**config.mk**
```make
export PLATFORM = sky130hd
export DESIGN_NAME = des_round_engine_flat
export DESIGN_NICKNAME = d
export VERILOG_FILES = /design/src/rtl/des_pkg.sv /design/src/rtl/des_round_engine_if.sv /design/src/rtl/des_f.sv /design/src/rtl/des_key_schedule.sv /design/src/rtl/des_round_engine.sv /design/src/flat_wrapper.sv
export SDC_FILE = /design/constraint.sdc
export NUM_CORES = 1
export LEC_CHECK = 0
export BUFFER_PORTS_ARGS = -buffer_cell sky130_fd_sc_hd__buf_2
export CORE_MARGIN = 1.5
export CORE_UTILIZATION = 55
export CTS_CLUSTER_SIZE = 10
export DETAILED_ROUTE_END_ITERATION = 8
export MAX_ROUTING_LAYER = met4
export PLACE_DENSITY = 0.81
export SKIP_CTS_REPAIR_TIMING = 1
export SYNTH_ARGS = -nofsm -noshare
export SYNTH_HDL_FRONTEND = slang
export SYNTH_SLANG_ARGS = --single-unit
```
**constraint.sdc**
```tcl
create_clock -name clk -period 6.1 [get_ports clk]
set_input_delay 0.915 -clock clk [delete_from_list [all_inputs] [get_ports clk]]
set_output_delay 0.915 -clock clk [all_outputs]
set_load 0.03 [all_outputs]
```
**src/rtl/des_pkg.sv**
```systemverilog
// Shared DES tables, shift schedule, permutation helpers and engine FSM state.
// Bit 1 of every DES table maps to the MSB of the corresponding [N-1:0] vector.
package des_pkg;

   typedef enum logic [1:0] {IDLE, RUN, DONE} des_state_e;

   localparam int PC1 [56] = '{
      57, 49, 41, 33, 25, 17,  9,  1, 58, 50, 42, 34, 26, 18,
      10,  2, 59, 51, 43, 35, 27, 19, 11,  3, 60, 52, 44, 36,
      63, 55, 47, 39, 31, 23, 15,  7, 62, 54, 46, 38, 30, 22,
      14,  6, 61, 53, 45, 37, 29, 21, 13,  5, 28, 20, 12,  4};

   localparam int PC2 [48] = '{
      14, 17, 11, 24,  1,  5,  3, 28, 15,  6, 21, 10,
      23, 19, 12,  4, 26,  8, 16,  7, 27, 20, 13,  2,
      41, 52, 31, 37, 47, 55, 30, 40, 51, 45, 33, 48,
      44, 49, 39, 56, 34, 53, 46, 42, 50, 36, 29, 32};

   localparam int E_TAB [48] = '{
      32,  1,  2,  3,  4,  5,  4,  5,  6,  7,  8,  9,
       8,  9, 10, 11, 12, 13, 12, 13, 14, 15, 16, 17,
      16, 17, 18, 19, 20, 21, 20, 21, 22, 23, 24, 25,
      24, 25, 26, 27, 28, 29, 28, 29, 30, 31, 32,  1};

   localparam int P_TAB [32] = '{
      16,  7, 20, 21, 29, 12, 28, 17,  1, 15, 23, 26,  5, 18, 31, 10,
       2,  8, 24, 14, 32, 27,  3,  9, 19, 13, 30,  6, 22, 11,  4, 25};

   // Encrypt rotation before rounds 1..16 (index 0 is round 1).
   localparam int SHIFT [16] = '{1, 1, 2, 2, 2, 2, 2, 2, 1, 2, 2, 2, 2, 2, 2, 1};

   // Each box is stored row-major: entry = row*16 + column.
   localparam int SBOX [8][64] = '{
      '{14, 4,13, 1, 2,15,11, 8, 3,10, 6,12, 5, 9, 0, 7,
         0,15, 7, 4,14, 2,13, 1,10, 6,12,11, 9, 5, 3, 8,
         4, 1,14, 8,13, 6, 2,11,15,12, 9, 7, 3,10, 5, 0,
        15,12, 8, 2, 4, 9, 1, 7, 5,11, 3,14,10, 0, 6,13},
      '{15, 1, 8,14, 6,11, 3, 4, 9, 7, 2,13,12, 0, 5,10,
         3,13, 4, 7,15, 2, 8,14,12, 0, 1,10, 6, 9,11, 5,
         0,14, 7,11,10, 4,13, 1, 5, 8,12, 6, 9, 3, 2,15,
        13, 8,10, 1, 3,15, 4, 2,11, 6, 7,12, 0, 5,14, 9},
      '{10, 0, 9,14, 6, 3,15, 5, 1,13,12, 7,11, 4, 2, 8,
        13, 7, 0, 9, 3, 4, 6,10, 2, 8, 5,14,12,11,15, 1,
        13, 6, 4, 9, 8,15, 3, 0,11, 1, 2,12, 5,10,14, 7,
         1,10,13, 0, 6, 9, 8, 7, 4,15,14, 3,11, 5, 2,12},
      '{ 7,13,14, 3, 0, 6, 9,10, 1, 2, 8, 5,11,12, 4,15,
        13, 8,11, 5, 6,15, 0, 3, 4, 7, 2,12, 1,10,14, 9,
        10, 6, 9, 0,12,11, 7,13,15, 1, 3,14, 5, 2, 8, 4,
         3,15, 0, 6,10, 1,13, 8, 9, 4, 5,11,12, 7, 2,14},
      '{ 2,12, 4, 1, 7,10,11, 6, 8, 5, 3,15,13, 0,14, 9,
        14,11, 2,12, 4, 7,13, 1, 5, 0,15,10, 3, 9, 8, 6,
         4, 2, 1,11,10,13, 7, 8,15, 9,12, 5, 6, 3, 0,14,
        11, 8,12, 7, 1,14, 2,13, 6,15, 0, 9,10, 4, 5, 3},
      '{12, 1,10,15, 9, 2, 6, 8, 0,13, 3, 4,14, 7, 5,11,
        10,15, 4, 2, 7,12, 9, 5, 6, 1,13,14, 0,11, 3, 8,
         9,14,15, 5, 2, 8,12, 3, 7, 0, 4,10, 1,13,11, 6,
         4, 3, 2,12, 9, 5,15,10,11,14, 1, 7, 6, 0, 8,13},
      '{ 4,11, 2,14,15, 0, 8,13, 3,12, 9, 7, 5,10, 6, 1,
        13, 0,11, 7, 4, 9, 1,10,14, 3, 5,12, 2,15, 8, 6,
         1, 4,11,13,12, 3, 7,14,10,15, 6, 8, 0, 5, 9, 2,
         6,11,13, 8, 1, 4,10, 7, 9, 5, 0,15,14, 2, 3,12},
      '{13, 2, 8, 4, 6,15,11, 1,10, 9, 3,14, 5, 0,12, 7,
         1,15,13, 8,10, 3, 7, 4,12, 5, 6,11, 0,14, 9, 2,
         7,11, 4, 1, 9,12,14, 2, 0, 6,10,13,15, 3, 5, 8,
         2, 1,14, 7, 4,10, 8,13,15,12, 9, 0, 3, 5, 6,11}};

   function automatic logic [55:0] pc1(input logic [63:0] k);
      logic [55:0] r;
      r = '0;
      for (int i = 0; i < 56; i++) r[55-i] = k[64-PC1[i]];
      return r;
   endfunction

   function automatic logic [47:0] pc2(input logic [55:0] cd);
      logic [47:0] r;
      r = '0;
      for (int i = 0; i < 48; i++) r[47-i] = cd[56-PC2[i]];
      return r;
   endfunction

   function automatic logic [47:0] e_expand(input logic [31:0] x);
      logic [47:0] r;
      r = '0;
      for (int i = 0; i < 48; i++) r[47-i] = x[32-E_TAB[i]];
      return r;
   endfunction

   function automatic logic [31:0] p_perm(input logic [31:0] x);
      logic [31:0] r;
      r = '0;
      for (int i = 0; i < 32; i++) r[31-i] = x[32-P_TAB[i]];
      return r;
   endfunction

   function automatic logic [3:0] sbox(input int box, input logic [5:0] six);
      return 4'(SBOX[box][{six[5], six[0], six[4:1]}]);
   endfunction

   // Decrypt walks the schedule backwards: round 1 unrotated, round n undoes S[18-n].
   function automatic logic [1:0] shift_amt(input logic [3:0] idx, input logic dec);
      int n;
      n = int'(idx) + 1;
      if (!dec)        return 2'(SHIFT[n-1]);
      else if (n == 1) return 2'd0;
      else             return 2'(SHIFT[17-n]);
   endfunction

   function automatic logic [27:0] rotl28(input logic [27:0] x, input logic [1:0] amt);
      case (amt)
         2'd1:    return {x[26:0], x[27]};
         2'd2:    return {x[25:0], x[27:26]};
         default: return x;
      endcase
   endfunction

   function automatic logic [27:0] rotr28(input logic [27:0] x, input logic [1:0] amt);
      case (amt)
         2'd1:    return {x[0], x[27:1]};
         2'd2:    return {x[1:0], x[27:2]};
         default: return x;
      endcase
   endfunction

endpackage

```
**src/rtl/des_round_engine_if.sv**
```systemverilog
// Request/result bundle of the DES round engine; the engine is the slave side.
// key_err exists only when DES_KEY_PARITY_EN is defined.
interface des_round_engine_if;
   logic        start;
   logic        decrypt;
   logic [63:0] in;
   logic [63:0] key;
   logic        ready;
   logic        out_valid;
   logic        out_ready;
   logic [63:0] out;
`ifdef DES_KEY_PARITY_EN
   logic        key_err;
`endif

   modport master (
      output start, decrypt, in, key, out_ready,
      input  ready, out_valid, out
`ifdef DES_KEY_PARITY_EN
      , input key_err
`endif
   );

   modport slave (
      input  start, decrypt, in, key, out_ready,
      output ready, out_valid, out
`ifdef DES_KEY_PARITY_EN
      , output key_err
`endif
   );
endinterface

```
**src/rtl/des_f.sv**
```systemverilog
// DES f-function: E-expansion, subkey XOR, S1..S8, P; purely combinational.
module des_f
   import des_pkg::*;
(
   input  logic [31:0] r_i,
   input  logic [47:0] k_i,
   output logic [31:0] f_o
);
   logic [47:0] x;
   logic [31:0] s_out;

   always_comb begin
      x     = e_expand(r_i) ^ k_i;
      s_out = '0;
      for (int s = 0; s < 8; s++) s_out[31-4*s -: 4] = sbox(s, x[47-6*s -: 6]);
   end

   assign f_o = p_perm(s_out);
endmodule

```
**src/rtl/des_key_schedule.sv**
```systemverilog
// On-the-fly DES key schedule: holds C/D, emits ROUNDS_PER_CYCLE subkeys per cycle.
// Loads PC-1(key) and direction on load_i; advances one cycle's worth of rounds on adv_i.
module des_key_schedule
   import des_pkg::*;
#(
   parameter int ROUNDS_PER_CYCLE = 1
) (
   input  logic                               clk,
   input  logic                               rst,
   input  logic                               load_i,
   input  logic                               dec_i,
   input  logic [63:0]                        key_i,
   input  logic                               adv_i,
   input  logic [3:0]                         rnd_i,
   output logic [ROUNDS_PER_CYCLE-1:0][47:0]  subkey_o
);
   logic [27:0] c_q, c_d, d_q, d_d;
   logic        dec_q, dec_d;
   logic [27:0] c_chain [ROUNDS_PER_CYCLE+1];
   logic [27:0] d_chain [ROUNDS_PER_CYCLE+1];
   logic [1:0]  amt;

   // Rotation happens before each round, so subkey j comes from the rotated halves.
   always_comb begin
      c_chain[0] = c_q;
      d_chain[0] = d_q;
      subkey_o   = '0;
      amt        = '0;
      for (int j = 0; j < ROUNDS_PER_CYCLE; j++) begin
         amt          = shift_amt(rnd_i + 4'(j), dec_q);
         c_chain[j+1] = dec_q ? rotr28(c_chain[j], amt) : rotl28(c_chain[j], amt);
         d_chain[j+1] = dec_q ? rotr28(d_chain[j], amt) : rotl28(d_chain[j], amt);
         subkey_o[j]  = pc2({c_chain[j+1], d_chain[j+1]});
      end
   end

   always_comb begin
      c_d   = c_q;
      d_d   = d_q;
      dec_d = dec_q;
      if (load_i) begin
         {c_d, d_d} = pc1(key_i);
         dec_d      = dec_i;
      end else if (adv_i) begin
         c_d = c_chain[ROUNDS_PER_CYCLE];
         d_d = d_chain[ROUNDS_PER_CYCLE];
      end
   end

   always_ff @(posedge clk or posedge rst) begin
      if (rst) begin
         c_q   <= '0;
         d_q   <= '0;
         dec_q <= 1'b0;
      end else begin
         c_q   <= c_d;
         d_q   <= d_d;
         dec_q <= dec_d;
      end
   end
endmodule

```
**src/rtl/des_round_engine.sv**
```systemverilog
// Iterative 16-round DES Feistel engine, 16/ROUNDS_PER_CYCLE cycles from accept to result.
// Result held until out_ready; start ignored while busy. DES_KEY_PARITY_EN adds key_err.
module des_round_engine
   import des_pkg::*;
#(
   parameter int ROUNDS_PER_CYCLE = 1
) (
   input  logic               clk,
   input  logic               rst,
   des_round_engine_if.slave  eng
);
   localparam logic [4:0] STEP = 5'(ROUNDS_PER_CYCLE);

   des_state_e  state_q, state_d;
   logic [31:0] l_q, l_d, r_q, r_d;
   logic [4:0]  cnt_q, cnt_d;
   logic [63:0] out_q, out_d;
   logic        accept;

   logic [ROUNDS_PER_CYCLE-1:0][47:0] subkey;
   logic [31:0] l_c   [ROUNDS_PER_CYCLE+1];
   logic [31:0] r_c   [ROUNDS_PER_CYCLE+1];
   logic [31:0] f_out [ROUNDS_PER_CYCLE];

   assign accept = (state_q == IDLE) && eng.start;

   des_key_schedule #(.ROUNDS_PER_CYCLE(ROUNDS_PER_CYCLE)) u_ks (
      .clk      (clk),
      .rst      (rst),
      .load_i   (accept),
      .dec_i    (eng.decrypt),
      .key_i    (eng.key),
      .adv_i    (state_q == RUN),
      .rnd_i    (cnt_q[3:0]),
      .subkey_o (subkey)
   );

   assign l_c[0] = l_q;
   assign r_c[0] = r_q;

   for (genvar j = 0; j < ROUNDS_PER_CYCLE; j++) begin : g_round
      des_f u_f (
         .r_i (r_c[j]),
         .k_i (subkey[j]),
         .f_o (f_out[j])
      );
      assign l_c[j+1] = r_c[j];
      assign r_c[j+1] = l_c[j] ^ f_out[j];
   end

   always_comb begin
      state_d = state_q;
      l_d     = l_q;
      r_d     = r_q;
      cnt_d   = cnt_q;
      out_d   = out_q;
      case (state_q)
         IDLE: begin
            if (eng.start) begin
               l_d     = eng.in[63:32];
               r_d     = eng.in[31:0];
               cnt_d   = '0;
               state_d = RUN;
            end
         end
         RUN: begin
            l_d   = l_c[ROUNDS_PER_CYCLE];
            r_d   = r_c[ROUNDS_PER_CYCLE];
            cnt_d = cnt_q + STEP;
            // Final swap: the result leaves as R16||L16.
            if (cnt_d == 5'd16) begin
               out_d   = {r_c[ROUNDS_PER_CYCLE], l_c[ROUNDS_PER_CYCLE]};
               state_d = DONE;
            end
         end
         DONE: begin
            if (eng.out_ready) state_d = IDLE;
         end
         default: state_d = IDLE;
      endcase
   end

   always_ff @(posedge clk or posedge rst) begin
      if (rst) begin
         state_q <= IDLE;
         l_q     <= '0;
         r_q     <= '0;
         cnt_q   <= '0;
         out_q   <= '0;
      end else begin
         state_q <= state_d;
         l_q     <= l_d;
         r_q     <= r_d;
         cnt_q   <= cnt_d;
         out_q   <= out_d;
      end
   end

   assign eng.ready     = (state_q == IDLE);
   assign eng.out_valid = (state_q == DONE);
   assign eng.out       = out_q;

`ifdef DES_KEY_PARITY_EN
   logic key_err_q, key_err_d;

   // DES key bytes must have odd parity; any even byte flags the key.
   always_comb begin
      key_err_d = key_err_q;
      if (accept) begin
         key_err_d = 1'b0;
         for (int b = 0; b < 8; b++) begin
            if (!(^eng.key[63-8*b -: 8])) key_err_d = 1'b1;
         end
      end
   end

   always_ff @(posedge clk or posedge rst) begin
      if (rst) key_err_q <= 1'b0;
      else     key_err_q <= key_err_d;
   end

   assign eng.key_err = key_err_q;
`endif
endmodule

```
**src/flat_wrapper.sv**
```systemverilog
// flat-port wrapper written by rule: the top's interface ports become plain ports
module des_round_engine_flat import des_pkg::*;
#(
   parameter int ROUNDS_PER_CYCLE = 1
)
  (clk, rst, eng_start, eng_decrypt, eng_in, eng_key, eng_out_ready, eng_ready, eng_out_valid, eng_out);
  des_round_engine_if eng_i ();
  input  logic clk;
  input  logic rst;
  input wire logic [$bits(eng_i.start)-1:0] eng_start;
  input wire logic [$bits(eng_i.decrypt)-1:0] eng_decrypt;
  input wire logic [$bits(eng_i.in)-1:0] eng_in;
  input wire logic [$bits(eng_i.key)-1:0] eng_key;
  input wire logic [$bits(eng_i.out_ready)-1:0] eng_out_ready;
  output wire logic [$bits(eng_i.ready)-1:0] eng_ready;
  output wire logic [$bits(eng_i.out_valid)-1:0] eng_out_valid;
  output wire logic [$bits(eng_i.out)-1:0] eng_out;
  assign eng_i.start = eng_start;
  assign eng_i.decrypt = eng_decrypt;
  assign eng_i.in = eng_in;
  assign eng_i.key = eng_key;
  assign eng_i.out_ready = eng_out_ready;
  assign eng_ready = eng_i.ready;
  assign eng_out_valid = eng_i.out_valid;
  assign eng_out = eng_i.out;
  des_round_engine #(.ROUNDS_PER_CYCLE(ROUNDS_PER_CYCLE)) u_core (.clk(clk), .rst(rst), .eng(eng_i));
endmodule
```
==> results, run 1 <==
- STA classifies the critical path startpoint as a flop.
- The final hold violation count is 0.
- After synthesis, the share of flip-flops with an asynchronous set or reset is 100.0%.
- Subtracting the final worst setup slack from the clock period gives 5.770 ns.
- The final layout net count is 2407.
- The detail route stage leaves a number of antenna-violating nets equal to 0.
- The period utilization is 94.59%.
- The number of antenna violations at the first check in global routing is 1.
- Clock-pin slew was measured on the worst setup and hold paths at 0.08 ns.
- On the final layout, the worst clock skew is 0.01784 ns.
- The routed wire length is 59050 um.
- Counting the fill cells in the layout gives 2755.
- The layer carrying the most global-route usage is met2.
- In the final timing run, aggregate negative setup slack is 0 ns.
- The flow ran to the end, and the final reports show no timing, DRC or antenna violations.
- Once placement completed, the tool counted placed cells totaling 2635.
- The first global-routing pass estimated 90680 um of wire.
- The most used flip-flop cell after synthesis is dfrtp_1.
- Along the worst path, the maximum fanout reaches 39.
- The arrival time at the worst endpoint is 6.12 ns.
- Global routing used 35.06% of the available tracks across all layers.
- The filler-free cell count of the finished design is 2666.
- The detailed router placed 17770 vias in this run.
- For this run, design rule violations remaining after detail routing come to 0.
- Yosys attributes the largest share of cell area to dfrtp_1 26%, mux2i_1 11%, mux2_2 5.7%.
- In the synthesized netlist, the number of instances is 2124.
- Once routing completed, OpenROAD measured the worst setup slack at 0.3302 ns.
- The last weighted congestion value of the routability-driven placer is 0.9837.
- The most repeated cell in the gate-level netlist after synthesis is mux2i_1.
- The floorplan die width is 185.3 um.
- The worst slew slack as a fraction of its limit is 21.50%.
- The largest net degree at the start of global routing is 220.
- The detailed-router iteration count before antenna repair is 8.
- After synthesis, the mean cell area works out to 8.608 um2.
- In the synthesized netlist, the cells that appear most often are 204 x mux2i_1, 192 x dfrtp_1, 184 x nand2_1.
- The HPWL after detailed placement is 42110 um.
- The ratio of cells with drive above 1 in the final layout is 21.14%.
- The clock reaches the later pin of the worst-skew pair after 0.48 ns.
- The die area is 34340 um2.
- The maximum achievable frequency is 0.1733 GHz.
- The max capacitance violation total is 0.
- The H-tree depth is 4.
- The number of port buffers is 190.
- The number of unique standard cell types used by synthesis is 87.
- The clock tree from TritonCTS is done.
- Synthesis inferred 192 register bits.
- The first routing iteration left 1708 violations.
- The instance area at placement is 19640 um2.
- The starting density of the core is 56.05%.
- The worst setup path is captured at a flop.
- By startpoint and endpoint, the worst setup path is classified as reg2reg.
- The number of sinks on the clock net is 192.
- Relative to the synthesized area, the layout overhead comes to 10.70%.
- In this run the count of I/O pins placed on the die edge is 199.
- The share of the synthesized area in the top cell type is 26.28%.
- Timing analysis after detailed placement gives a worst setup slack of 0.2416 ns.
- The die boundary height is 185.3 um.
- The post-synthesis instance area is 18280 um2.
- The count of flip-flops with a built-in enable after synthesis is 0.
- The top cell type by total area after synthesis is dfrtp_1.
- At the pin with the least slew margin, the transition time is 1.178 ns.
- The clock passes through at most 2 buffers.
- The proportion of synthesized chip area in sequential cells is 26.28%.
- The met2 track demand over resource is 53.77%.
- In this run the core area contains 66 standard-cell rows.
- In the routed layout, each cell is associated on average with a via count of 6.666.
- After routing the design area is 20240 um2.
- For this run, the number of Yosys warnings is 0.
- For met3 alone, demand over resource in global routing was 5.840%.
- The number of failing setup endpoints in the final timing report is 0.
- The number of pins exceeding their max-slew limit in the final report came to 0.
- The number of global-route vias before repair is 16110.
- The post-synth net total is 2319.
- The number of CTS-inserted buffers is 17.
- After detailed routing, the average wire length per cell comes to 22.15 um.
- Setup repair after global routing left no endpoint under its margin.
- In the global route stage, met1 resource usage came out at 44.43%.
- The core region is 32620 um2.
- The buffer type at the clock tree root is clkbuf_16.
- The path class of the tightest hold or removal check is reg2reg.
- STA puts the critical path data required time at 6.45 ns.
- The total overflow left after global routing is 0.
[kinds of logic after synthesis]
family,count (synthesis),synth area share [%]
simple gates,656,19.59
flops,192,26.28
fa+ha+maj,63,4.298
mux,298,17.04
buf+inv,278,6.796
xor+xnor,71,3.442
compound gates,566,22.55
[layout by cell type (no fill, tap or decap), types with 8 or more instances in the layout]
cell type,netlist,routed
mux2i_1,204,204
dfrtp_1,192,191
buf_2,54,190
nand2_1,184,183
o21ai_0,98,98
buf_4,17,93
mux2_2,92,92
a22oi_1,86,86
nor2_1,76,75
nor3_1,68,67
a211oi_1,68,67
nand3_1,60,60
ha_1,62,60
a21oi_1,59,59
nor2b_1,58,57
nor3b_1,53,53
inv_1,50,49
xnor2_1,46,46
a221o_1,44,44
o211ai_1,32,32
nand2b_1,25,25
xor2_1,24,24
or3_1,18,18
o22ai_1,18,18
a21o_1,17,17
clkbuf_16,0,17
nand3b_1,16,16
a31oi_1,15,15
or3b_2,15,15
and3_1,14,14
and3b_1,14,14
o2111ai_1,13,12
a221oi_1,10,9
a2111oi_0,10,9
o221ai_1,9,9
nand4_1,8,8
[registers in the layout, summed over array words and instances, names as in the netlist]
signal / count
u_core.r_q: 32
u_core.l_q: 32
u_core.u_ks.c_q: 28
u_core.state_q: 2
u_core.eng.out: 64
u_core.cnt_q: 5
u_core.u_ks.dec_q: 1
u_core.u_ks.d_q: 28
[metrics by stage]
stage          utilization (%)  hold WS (ns)
6_report                 62.04        0.4841
5_1_grt                  62.04        0.5082
4_1_cts                  61.93        0.4837
3_5_place_dp             60.21        0.4656
3_3_place_gp             60.21        0.4596
2_1_floorplan                -        0.4498
[layer usage]
metal	vias up	wire [um]
li1	8112	-
met1	8595	24020
met2	888	27240
met3	177	4525
met4	0	3273
met5	-	0
[final timing paths]
path                                    start            endpoint  slack, ns  cells after the start
min in group asynchronous                 rst  u_core.u_ks.d_q[4]       0.53                      2
max in group asynchronous                 rst  u_core.eng.out[50]       4.10                      3
max reg2reg                   u_core.cnt_q[0]  u_core.eng.out[49]       0.33                     23
max                           u_core.cnt_q[0]  u_core.eng.out[49]       0.33                     23
min                        u_core.eng.out[31]  u_core.eng.out[31]       0.48                      2
min reg2reg                u_core.eng.out[31]  u_core.eng.out[31]       0.48                      2
[area by class of cell]
cell class	count	area [um2]	share of cell area, %
sequential	192	4808	23.76
clock inverter	12	122.6	0.6059
clock buffer	18	439.2	2.170
multi-input combinational	1654	12320	60.87
inverter	58	225.2	1.113
timing repair buffer	289	1769	8.742
antenna	1	2.502	0.01236
tap	442	553.0	2.733
[critical path, stage by stage, from the launching register on]
cell and delay, ns:
dfrtp_1 0.47, ha_1 0.29, xnor2_1 0.22, ha_1 0.28, xor2_1 0.16, nor3_1 0.06
a31oi_1 0.17, a21oi_1 0.09, nor3_1 0.21, a21o_1 0.18, inv_1 0.06, ha_2 0.35
buf_12 0.25, a22oi_1 0.23, mux2_2 0.37, nor3_1 0.19, buf_4 0.22, inv_1 0.08
ha_1 0.41, nand3_1 0.11, o2111ai_1 0.11, a32oi_1 0.54, xor2_1 0.28, mux2_2 0.33
Power of run 1 is left out: the tool's default activity adds up to more than one toggle a clock period on the data nets, which glitch-free logic cannot reach.
==> inputs of run 2 (changes only) <==
--- a/config.mk
+++ b/config.mk
@@ -5,9 +5,10 @@
 export SDC_FILE = /design/constraint.sdc
 export NUM_CORES = 1
 export LEC_CHECK = 0
+export ABC_AREA = 1
 export BUFFER_PORTS_ARGS = -buffer_cell sky130_fd_sc_hd__buf_2
 export CORE_MARGIN = 1.5
-export CORE_UTILIZATION = 55
+export CORE_UTILIZATION = 54
 export CTS_CLUSTER_SIZE = 10
 export DETAILED_ROUTE_END_ITERATION = 8
 export MAX_ROUTING_LAYER = met4
==> run 2 against run 1 <==
Compared with the run above: worst setup slack better by 0.33 ns; synthesized area decreased by 12%; synthesized cell count grew 20%; critical path depth up 4; die area decreased by 10%; final cell count grew 15%; sequential share of layout area is 3.5 points higher; hold slack lost 0.091 ns; highest routed layer unchanged.
==> results, run 2 <==
- Setup repair after global routing left no endpoint under its margin.
- Before antenna repair, the detailed router went through 6 iterations.
- The global-route wire length before repair is 87920 um.
- The number of global-route vias before repair is 16370.
- The final layout contains routed wiring with a total length of 56270 um.
- In the routed design, unresolved DRC markers number 0.
- Detailed placement finished with a half-perimeter wire length of 41630 um.
- The library cell used most frequently in the layout, excluding fill and tap cells, is nand2_1.
- Sequential elements use 29.88% of the synthesized area.
- The final layout net count is 2859.
- Dividing the detail-routed wire length by the instance count gives 18.38 um.
- During synthesis, Yosys emitted a total of 0 warnings.
- In this run the worst path has a maximum fanout of 24.
- The synthesized netlist occupies a cell area of 16080 um2.
- In the post-synthesis netlist, the cell with the most instances is nand2_1.
- In this run the core area contains 62 standard-cell rows.
- The share of the synthesized area in the top cell type is 29.88%.
- Dividing the detail-routed via count by the number of cells gives 5.910.
- The synthesized design spends more area on one cell type than any other, namely dfrtp_1.
- The starting density of the core is 55.43%.
- The number of flip-flops in the largest register is 64.
- The post-synth net total is 2753.
- The max capacitance violation total is 0.
- The largest net degree at the start of global routing is 134.
- The clock insertion delay at the later pin of the skew report is 0.46 ns.
- The final cell utilization of the core is 60.69%.
- Summing all placed instances gives a cell area of 17010 um2.
- The flow ran to the end, and the final reports show no timing, DRC or antenna violations.
- The filler-free cell count of the finished design is 3061.
- Global routing consumed, over all layers together, 37.65% of the routing resources.
- The final-layout setup total negative slack is 0 ns.
- The floorplan step defined a core boundary enclosing 29010 um2.
- The first routing iteration left 2265 violations.
- The clock transition at the register clock pins on the worst setup and hold paths after CTS is 0.08 ns.
- The floorplan die width is 175.6 um.
- The count of antenna-violating nets left after detailed routing is 0.
- The cell sitting at the root of the clock tree is a clkbuf_16.
- The number of clock buffers added by TritonCTS is 17.
- The final hold violation count is 0.
- The finished cells cover 17610 um2.
- Leaving out fill and tap cells, the most frequent cells in the layout are 1101 x nand2_1, 565 x nand3_1, 192 x dfrtp_1, 190 x buf_2, 158 x inv_1.
- The maximum achievable frequency is 0.1838 GHz.
- The H-tree depth is 4.
- In this run the tightest slew margin relative to its limit is 21.14%.
- Buffers placed on the I/O ports in this run total 190.
- After synthesis, the netlist uses 36 different library cells.
- Including well taps, the total number of placed cells is 3029.
- For the pin with the worst max-slew slack, the measured transition is 1.182 ns.
- TritonCTS built the clock tree.
- The die area is 30820 um2.
- The maximum buffer depth of the clock tree is 2.
- After technology mapping, the gate count stands at 2558.
- Summed over all layers, the global routing overflow is 0.
- In the post-synthesis netlist, the biggest area contributors are dfrtp_1 30%, nand2_1 26%, nand3_1 18%.
- In the final layout, the share of cells above drive strength 1 is 11.36%.
- Ranked by instance count, the synthesized netlist is headed by 1102 x nand2_1, 565 x nand3_1, 192 x dfrtp_1.
- Measured along the y axis, the die boundary spans 175.6 um.
- The count of flip-flops with a built-in enable after synthesis is 0.
- The number of antenna violations at the first check in global routing came to 0.
- The boundary pin count is 199.
- The worst path uses 89.17% of the clock period.
- The number of pins exceeding their max-slew limit in the final report was 0.
- The clock period could shrink to 5.439 ns.
- The synthesized design contains 192 register bits.
- The number of failing setup endpoints in the final timing report is 0.
- The worst setup skew after layout is 0.01756 ns.
- The kind of critical path is reg2reg.
- The number of antenna repair diodes is 0.
- In this run the worst hold path is classified as in2async.
- Measured in cells, the most critical reg-to-reg path has a length of 27.
- The category of the worst setup path launch point is a flop.
- The arrival time at the worst endpoint is 5.78 ns.
- For this design, the sink count on the clock tree is 192.
- The data required time of the worst path is 6.45 ns.
- The last weighted congestion value of the routability-driven placer is 1.018.
- Counting flops with an async set or reset pin after synthesis yields a share of 100.0%.
- The most frequently used flop master after synthesis is dfrtp_1.
- The relative area change from synthesis to final layout is 9.492%.
- STA classifies the critical path endpoint as a flop.
- The routed layout has 18090 vias.
- Dividing the synthesized area by the synthesized cell count gives 6.287 um2.
==> run 2: cell types whose count changed after synthesis, moves of 50 or more <==
cell | before | now
a21oi_1 | 59 | 9
nand3_1 | 60 | 565
inv_1 | 50 | 159
a211oi_1 | 68 | 0
nor2b_1 | 58 | 0
mux2i_1 | 204 | 0
clkbuf_1 | 120 | 49
a22oi_1 | 86 | 0
nor3b_1 | 53 | 0
mux2_2 | 92 | 0
nand2_1 | 184 | 1102
==> run 2: critical path: stages, from the launching register on <==
cell and delay, ns:
dfrtp_1 0.48, ha_1 0.27, xnor2_1 0.24, ha_1 0.29
o21ai_0 0.20, maj3_1 0.22, o21ai_0 0.07, nand2_1 0.09
ha_1 0.81, buf_4 0.39, nand2_1 0.10, nand3_1 0.09
nand3_1 0.08, nand2_1 0.19, inv_1 0.16, nand2_1 0.09
nand2_1 0.15, ha_1 0.33, inv_1 0.11, nand2_1 0.10
nand2_1 0.08, inv_1 0.04, a21oi_1 0.11, nand2_1 0.17
nand3_1 0.17, nand3_1 0.09, nand2_1 0.11, nand2_1 0.06
==> run 2: layout make-up <==
cell class	instances	area (um2)
inverter	174	661.9
fill	2834	11400
timing repair buffer	208	1136
clock inverter	11	127.6
multi-input combinational	2071	9927
clock buffer	21	470.5
sequential	192	4805
tap	384	480.5
==> run 2: path summary, 6_finish.rpt <==
kind                              startpoint                  end  slack [ns]
setup / recovery             u_core.cnt_q[0]        u_core.r_q[6]        0.66
hold / removal                           rst  u_core.u_ks.d_q[10]        0.39
setup reg to reg             u_core.cnt_q[0]        u_core.r_q[6]        0.66
hold reg to reg            u_core.eng.out[4]    u_core.eng.out[4]        0.48
max in group asynchronous                rst   u_core.eng.out[18]        4.45
min in group clk           u_core.eng.out[4]    u_core.eng.out[4]        0.48
==> run 2: metrics by stage <==
| stage | setup slack, ns | hold slack, ns |
|---|---|---|
| after floorplan | 1.850 | 0.4707 |
| after global placement | 0.9352 | 0.4605 |
| after detailed placement | 0.7990 | 0.4611 |
| after CTS | 0.7614 | 0.3845 |
| after global routing | 0.2033 | 0.3941 |
| final | 0.6607 | 0.3934 |
==> run 2: cells by family (layout without fill, tap and decap cells) <==
kind of cell               after synthesis  in the layout  share of synthesized area (%)
adders and majority gates               63             63                          4.886
AOI/OAI and AO/OA                      152            152                          6.045
DFF                                    192            192                          29.88
buffers and inverters                  295            414                          8.535
and+or+nand+nor                       1829           1829                          48.14
xor gates and xnor gates                27             27                          2.521
==> run 2: per-layer routing <==
layer,GRT usage [%],vias up,wire (um)
li1,-,8565,-
met5,-,-,0
met2,57.99,962,25400
met3,4.351,159,4323
met1,48.35,8406,23120
met4,20.87,0,3436
Power of run 2 is left out for the same reason.
